### config.mk
export PLATFORM = sky130hd
export DESIGN_NAME = cbus_arbiter
export DESIGN_NICKNAME = d
export VERILOG_FILES = /design/src/rtl/cbus_arb_pkg.sv /design/src/rtl/cbus_arb_pick.sv /design/src/rtl/cbus_arbiter.sv
export SDC_FILE = /design/constraint.sdc
export NUM_CORES = 1
export LEC_CHECK = 0
export ABC_CLOCK_PERIOD_IN_PS = 5200
export CORE_AREA = 2 2 131 133
export DETAILED_ROUTE_END_ITERATION = 10
export DIE_AREA = 0 0 133 135
export PLACE_DENSITY = 0.52
export SETUP_SLACK_MARGIN = 0.15
export SYNTH_ARGS = -nofsm -noshare
export SYNTH_HDL_FRONTEND = slang
export SYNTH_SLANG_ARGS = --single-unit
### constraint.sdc
create_clock -name clk -period 5.2 [get_ports clk]
set_input_delay 0.78 -clock clk [delete_from_list [all_inputs] [get_ports clk]]
set_output_delay 0.78 -clock clk [all_outputs]
set_load 0.01 [all_outputs]
### src/rtl/cbus_arb_pkg.sv
// rtl/cbus_arb_pkg.sv - cbus request/response types and arbiter FSM state
package cbus_arb_pkg;

  typedef struct packed {
    logic        valid;
    logic        is_write;
    logic [31:0] addr;
    logic [2:0]  size;
    logic [3:0]  strobe;
    logic [31:0] data;
    logic [3:0]  len;
  } cbus_req_t;

  typedef struct packed {
    logic        ready;
    logic        last;
    logic [31:0] data;
  } cbus_resp_t;

  localparam logic [3:0] MLEN1  = 4'd0;
  localparam logic [3:0] MLEN2  = 4'd1;
  localparam logic [3:0] MLEN4  = 4'd3;
  localparam logic [3:0] MLEN8  = 4'd7;
  localparam logic [3:0] MLEN16 = 4'd15;

  localparam int BEAT_W = 8;

  typedef enum logic {
    IDLE  = 1'b0,
    GRANT = 1'b1
  } arb_state_t;

endpackage

### src/rtl/cbus_arb_pick.sv
// rtl/cbus_arb_pick.sv - combinational winner select: lowest valid index at or
// above start, wrapping to the lowest valid index overall
module cbus_arb_pick #(
  parameter int NUM_REQ = 2,
  parameter int IDX_W   = $clog2(NUM_REQ)
) (
  input  logic [NUM_REQ-1:0] valid,
  input  logic [IDX_W-1:0]   start,
  output logic               any,
  output logic [IDX_W-1:0]   idx
);

  always_comb begin
    any = 1'b0;
    idx = '0;
    for (int i = NUM_REQ - 1; i >= 0; i--) begin
      if (valid[i]) begin
        any = 1'b1;
        idx = IDX_W'(i);
      end
    end
    // A candidate at or above start overrides the wrapped choice.
    for (int i = NUM_REQ - 1; i >= 0; i--) begin
      if (valid[i] && (IDX_W'(i) >= start)) begin
        idx = IDX_W'(i);
      end
    end
  end

endmodule

### src/rtl/cbus_arbiter.sv
// rtl/cbus_arbiter.sv - burst-granting cbus arbiter; CBUS_ARB_RR_EN selects
// round-robin, otherwise fixed lowest-index priority
module cbus_arbiter
  import cbus_arb_pkg::*;
#(
  parameter  int NUM_REQ = 2,
  localparam int IDX_W   = $clog2(NUM_REQ)
) (
  input  logic             clk,
  input  logic             reset,
  input  cbus_req_t        creqs  [NUM_REQ],
  output cbus_resp_t       cresps [NUM_REQ],
  output cbus_req_t        creq,
  input  cbus_resp_t       cresp,
  output logic             busy,
  output logic [IDX_W-1:0] owner,
  output logic             proto_err
);

  arb_state_t        state_q, state_d;
  logic [IDX_W-1:0]  owner_q, owner_d;
  logic [BEAT_W-1:0] beat_q, beat_d;
  logic              err_q, err_d;
  logic [IDX_W-1:0]  start;

  logic [NUM_REQ-1:0] valid_vec;
  logic               pick_any;
  logic [IDX_W-1:0]   pick_idx;
  logic [BEAT_W-1:0]  beat_inc;
  logic [BEAT_W-1:0]  beats_exp;

  for (genvar g = 0; g < NUM_REQ; g++) begin : g_valid
    assign valid_vec[g] = creqs[g].valid;
  end

  cbus_arb_pick #(.NUM_REQ(NUM_REQ), .IDX_W(IDX_W)) u_pick (
    .valid (valid_vec),
    .start (start),
    .any   (pick_any),
    .idx   (pick_idx)
  );

`ifdef CBUS_ARB_RR_EN
  logic [IDX_W-1:0] ptr_q, ptr_d;

  always_ff @(posedge clk or posedge reset) begin
    if (reset) ptr_q <= '0;
    else       ptr_q <= ptr_d;
  end

  always_comb begin
    ptr_d = ptr_q;
    if (state_q == IDLE && pick_any) begin
      ptr_d = (pick_idx == IDX_W'(NUM_REQ - 1)) ? '0 : pick_idx + IDX_W'(1);
    end
  end

  assign start = ptr_q;
`else
  assign start = '0;
`endif

  always_ff @(posedge clk or posedge reset) begin
    if (reset) begin
      state_q <= IDLE;
      owner_q <= '0;
      beat_q  <= '0;
      err_q   <= 1'b0;
    end else begin
      state_q <= state_d;
      owner_q <= owner_d;
      beat_q  <= beat_d;
      err_q   <= err_d;
    end
  end

  assign beat_inc  = beat_q + BEAT_W'(1);
  assign beats_exp = BEAT_W'(creqs[owner_q].len) + BEAT_W'(1);

  always_comb begin
    state_d = state_q;
    owner_d = owner_q;
    beat_d  = beat_q;
    err_d   = err_q;
    creq    = '0;
    busy    = 1'b0;
    case (state_q)
      IDLE: begin
        if (pick_any) begin
          owner_d = pick_idx;
          beat_d  = '0;
          state_d = GRANT;
        end
      end
      GRANT: begin
        busy = 1'b1;
        creq = creqs[owner_q];
        if (cresp.ready) begin
          beat_d = beat_inc;
          // Early last and a missing last both count as a length violation.
          if (cresp.last && beat_inc != beats_exp)  err_d = 1'b1;
          if (!cresp.last && beat_inc == beats_exp) err_d = 1'b1;
          if (cresp.last) state_d = IDLE;
        end
      end
      default: state_d = IDLE;
    endcase
  end

  always_comb begin
    for (int j = 0; j < NUM_REQ; j++) begin
      cresps[j] = (state_q == GRANT && owner_q == IDX_W'(j)) ? cresp : '0;
    end
  end

  assign owner     = owner_q;
  assign proto_err = err_q;

endmodule

==> impl_metrics.toml <==
[run_status]
status = "finished, final reports clean"

[clock_tree]
cts-buffers-inserted = 3
cts_sinks = 11
cts_hold_buf = 0
cts_setup_buffers = 0
clk_latency_ps = 240
clk_pin_slew_ps = 40
root_buffer = "clkbuf_16"
clockBufferDepth = 2
cts.repair.resized = 0
cts_max_level = 1
cts_tree = "yes"

[setup_path]
crit_arrival_ps = 2540
r2r-start = "owner"
end_kind = "output port"
reg2regPathDepth = 7
cp-start-kind = "flip-flop"
worstSetupPathType = "reg -> out"
crit_fanout = 71
cp.required_ps = 4420
r2r-end = "proto_err"
r2r_slack_ps = 2470

[sta]
max_freq_ghz = 0.301
hold_ws_ps = 488
fin_tns_setup_ps = 0
fin_crit_ps = 3320
slew_headroom_pct = 43.8
finClkSkew_ps = 0.852
drv_slew = 0
rsz0062_at_grt = "false"
finalSetupViolations = 0
finalCritPeriodShare_pct = 63.9
hold_violations = 0
worst_slew_pin_slew_ps = 843

[finish]
syn_to_final_growth_pct = 156
drive_above_1_share_pct = 2.16
final_cell_area_um2 = 6000
n_fill_cell = 1640
final_cell_mix = "clkdlybuf4s50_1 (337), nor2_1 (82), mux2i_1 (74), and3_1 (36), and2_1 (34)"
fin_util_pct = 36.6
nNetsFinal = 840
layout_commonest_cell = "clkdlybuf4s50_1"

[global_route]
antenna_found_initial = 0
grt_max_degree = 72
grt_usage_pct = 13.5
grt_pass1_vias = 3597
grt_pass1_wl_um = 19600
gr-total-overflow = 0

[power]
total_power_mw = 1.25
switching_power_uw = 469
clkPwrFrac_pct = 11.1
p_per_area_nw_per_um2 = 208
p_seq_share_pct = 11.8
p_leak_nw = 2.54
pwr-share-comb_pct = 77.1
p_int_uw = 781
switching_share_pct = 37.5
peakVddDrop_v = 0.0000935

[routing]
vias = 3532
drtPass1Iterations = 5
avgViaCountPerCell = 4.07
ant_nets = 0
drc = 0
wl_per_cell_um = 15.6
drt_iter0_markers = 124
wirelength_um = 13500

[flow_run]
drv_cap = 0

[synth]
synth_edf_count = 0
ys_warn_count = 0
synthFlopType = "dfrtp_1"
ys_async_sr_fraction_pct = 100
syn_avg_cell_area_um2 = 7.09
ys_seq_area_share_pct = 11.7
syn_inst = 331
syn_nets = 523
synth_area_um2 = 2350
ys_seq_elements = 11
synth_cell_types = 37

[floorplanning]
core_area_um2 = 16400
start_util_pct = 14.3
rows = 47
ios = 338
die_w_um = 133
die_h_um = 135
die_area_um2 = 18000

[worst_hold_path]
worstHoldStart = "proto_err"
whs_endpoint = "proto_err"
hp-class = "reg -> reg"
hold_depth = 2

[placement]
gp_congestion = 0.822
post_dp_cell_area_um2 = 5920
dp_hpwl_um = 11100
portBuffers = 337
power groups by stage:
| stage | combinational (mW) | sequential [mW] | clock, mW |
|---|---|---|---|
| 6_report | 0.963 | 0.148 | 0.139 |
| 5_1_grt | 1.03 | 0.153 | 0.148 |
| 4_1_cts | 0.978 | 0.149 | 0.143 |
| 3_5_place_dp | 0.973 | 0.150 | 0 |
| 3_3_place_gp | 0.970 | 0.149 | 0 |
| 2_1_floorplan | 0.456 | 0.107 | 0 |
final cells by class:
type | instances | area, um^2 | share of cell area [%]
tap | 220 | 275 | 4.59
timing repair buffer | 341 | 3420 | 56.9
clock buffer | 4 | 78.8 | 1.31
sequential | 11 | 279 | 4.65
antenna | 1 | 2.50 | 0.0417
inverter | 3 | 11.3 | 0.188
multi-input combinational | 288 | 1940 | 32.3
routing by layer:
| layer | track usage [%] | vias up | wire [um] |
|---|---|---|---|
| met1 | 15.2 | 1587 | 5170 |
| li1 | - | 1767 | - |
| met2 | 25.8 | 164 | 7150 |
| met5 | 0 | - | 0 |
| met4 | 3.11 | 0 | 189 |
| met3 | 3.15 | 14 | 1030 |
kinds of logic after synthesis:
family	synth area share [%]
buffers and inverters	5.81
xor gates and xnor gates	3.94
DFF	11.7
adders and majority gates	1.07
AOI/OAI and AO/OA	5.54
muxes	33.6
and+or+nand+nor	38.3
worst max-delay path by stage:
stage,from,endpoint,slack (ps)
5_1_grt,state_q,creq[70],1700
3_3_place_gp,cresp[33],cresps[67],2090
6_report,owner,creq[53],1880
3_5_place_dp,cresp[33],cresps[67],2080
4_1_cts,owner,creq[76],1840
2_1_floorplan,owner,proto_err,2910
synth_stat cells, types with 2 or more instances:
library cell,number,share of area (%)
xnor2_1,3,1.1
nor2b_1,2,0.53
nor2_1,82,13
o21a_1,2,0.64
and3_1,36,9.6
buf_2,7,1.5
nand2_1,10,1.6
nand3_1,3,0.64
mux2i_1,74,32
ha_1,2,1.1
and2_1,34,9.1
o21ai_0,8,1.7
a21oi_1,4,0.85
clkbuf_1,20,3.2
xor2_1,5,1.9
nor3_1,5,1.1
dfrtp_1,11,12
inv_1,2,0.32
o21bai_1,3,0.96
critical path: stages (launching register included):
cell	delay [ps]
dfrtp_4	940
buf_12	380
mux2i_1	130
nor2_1	140
clkdlybuf4s50_1	560
metrics by stage:
step                setup slack, ps  instances
floorplan                      2910        331
global placement               2090        863
detailed placement             2080        863
CTS                            1840        867
global route                   1700        867
finish                         1880        868
sequential cells by signal, summed over array words and instances (netlist names):
name       cells
state_q        1
beat_q         8
owner          1
proto_err      1
(Power assumes the default switching activity.)
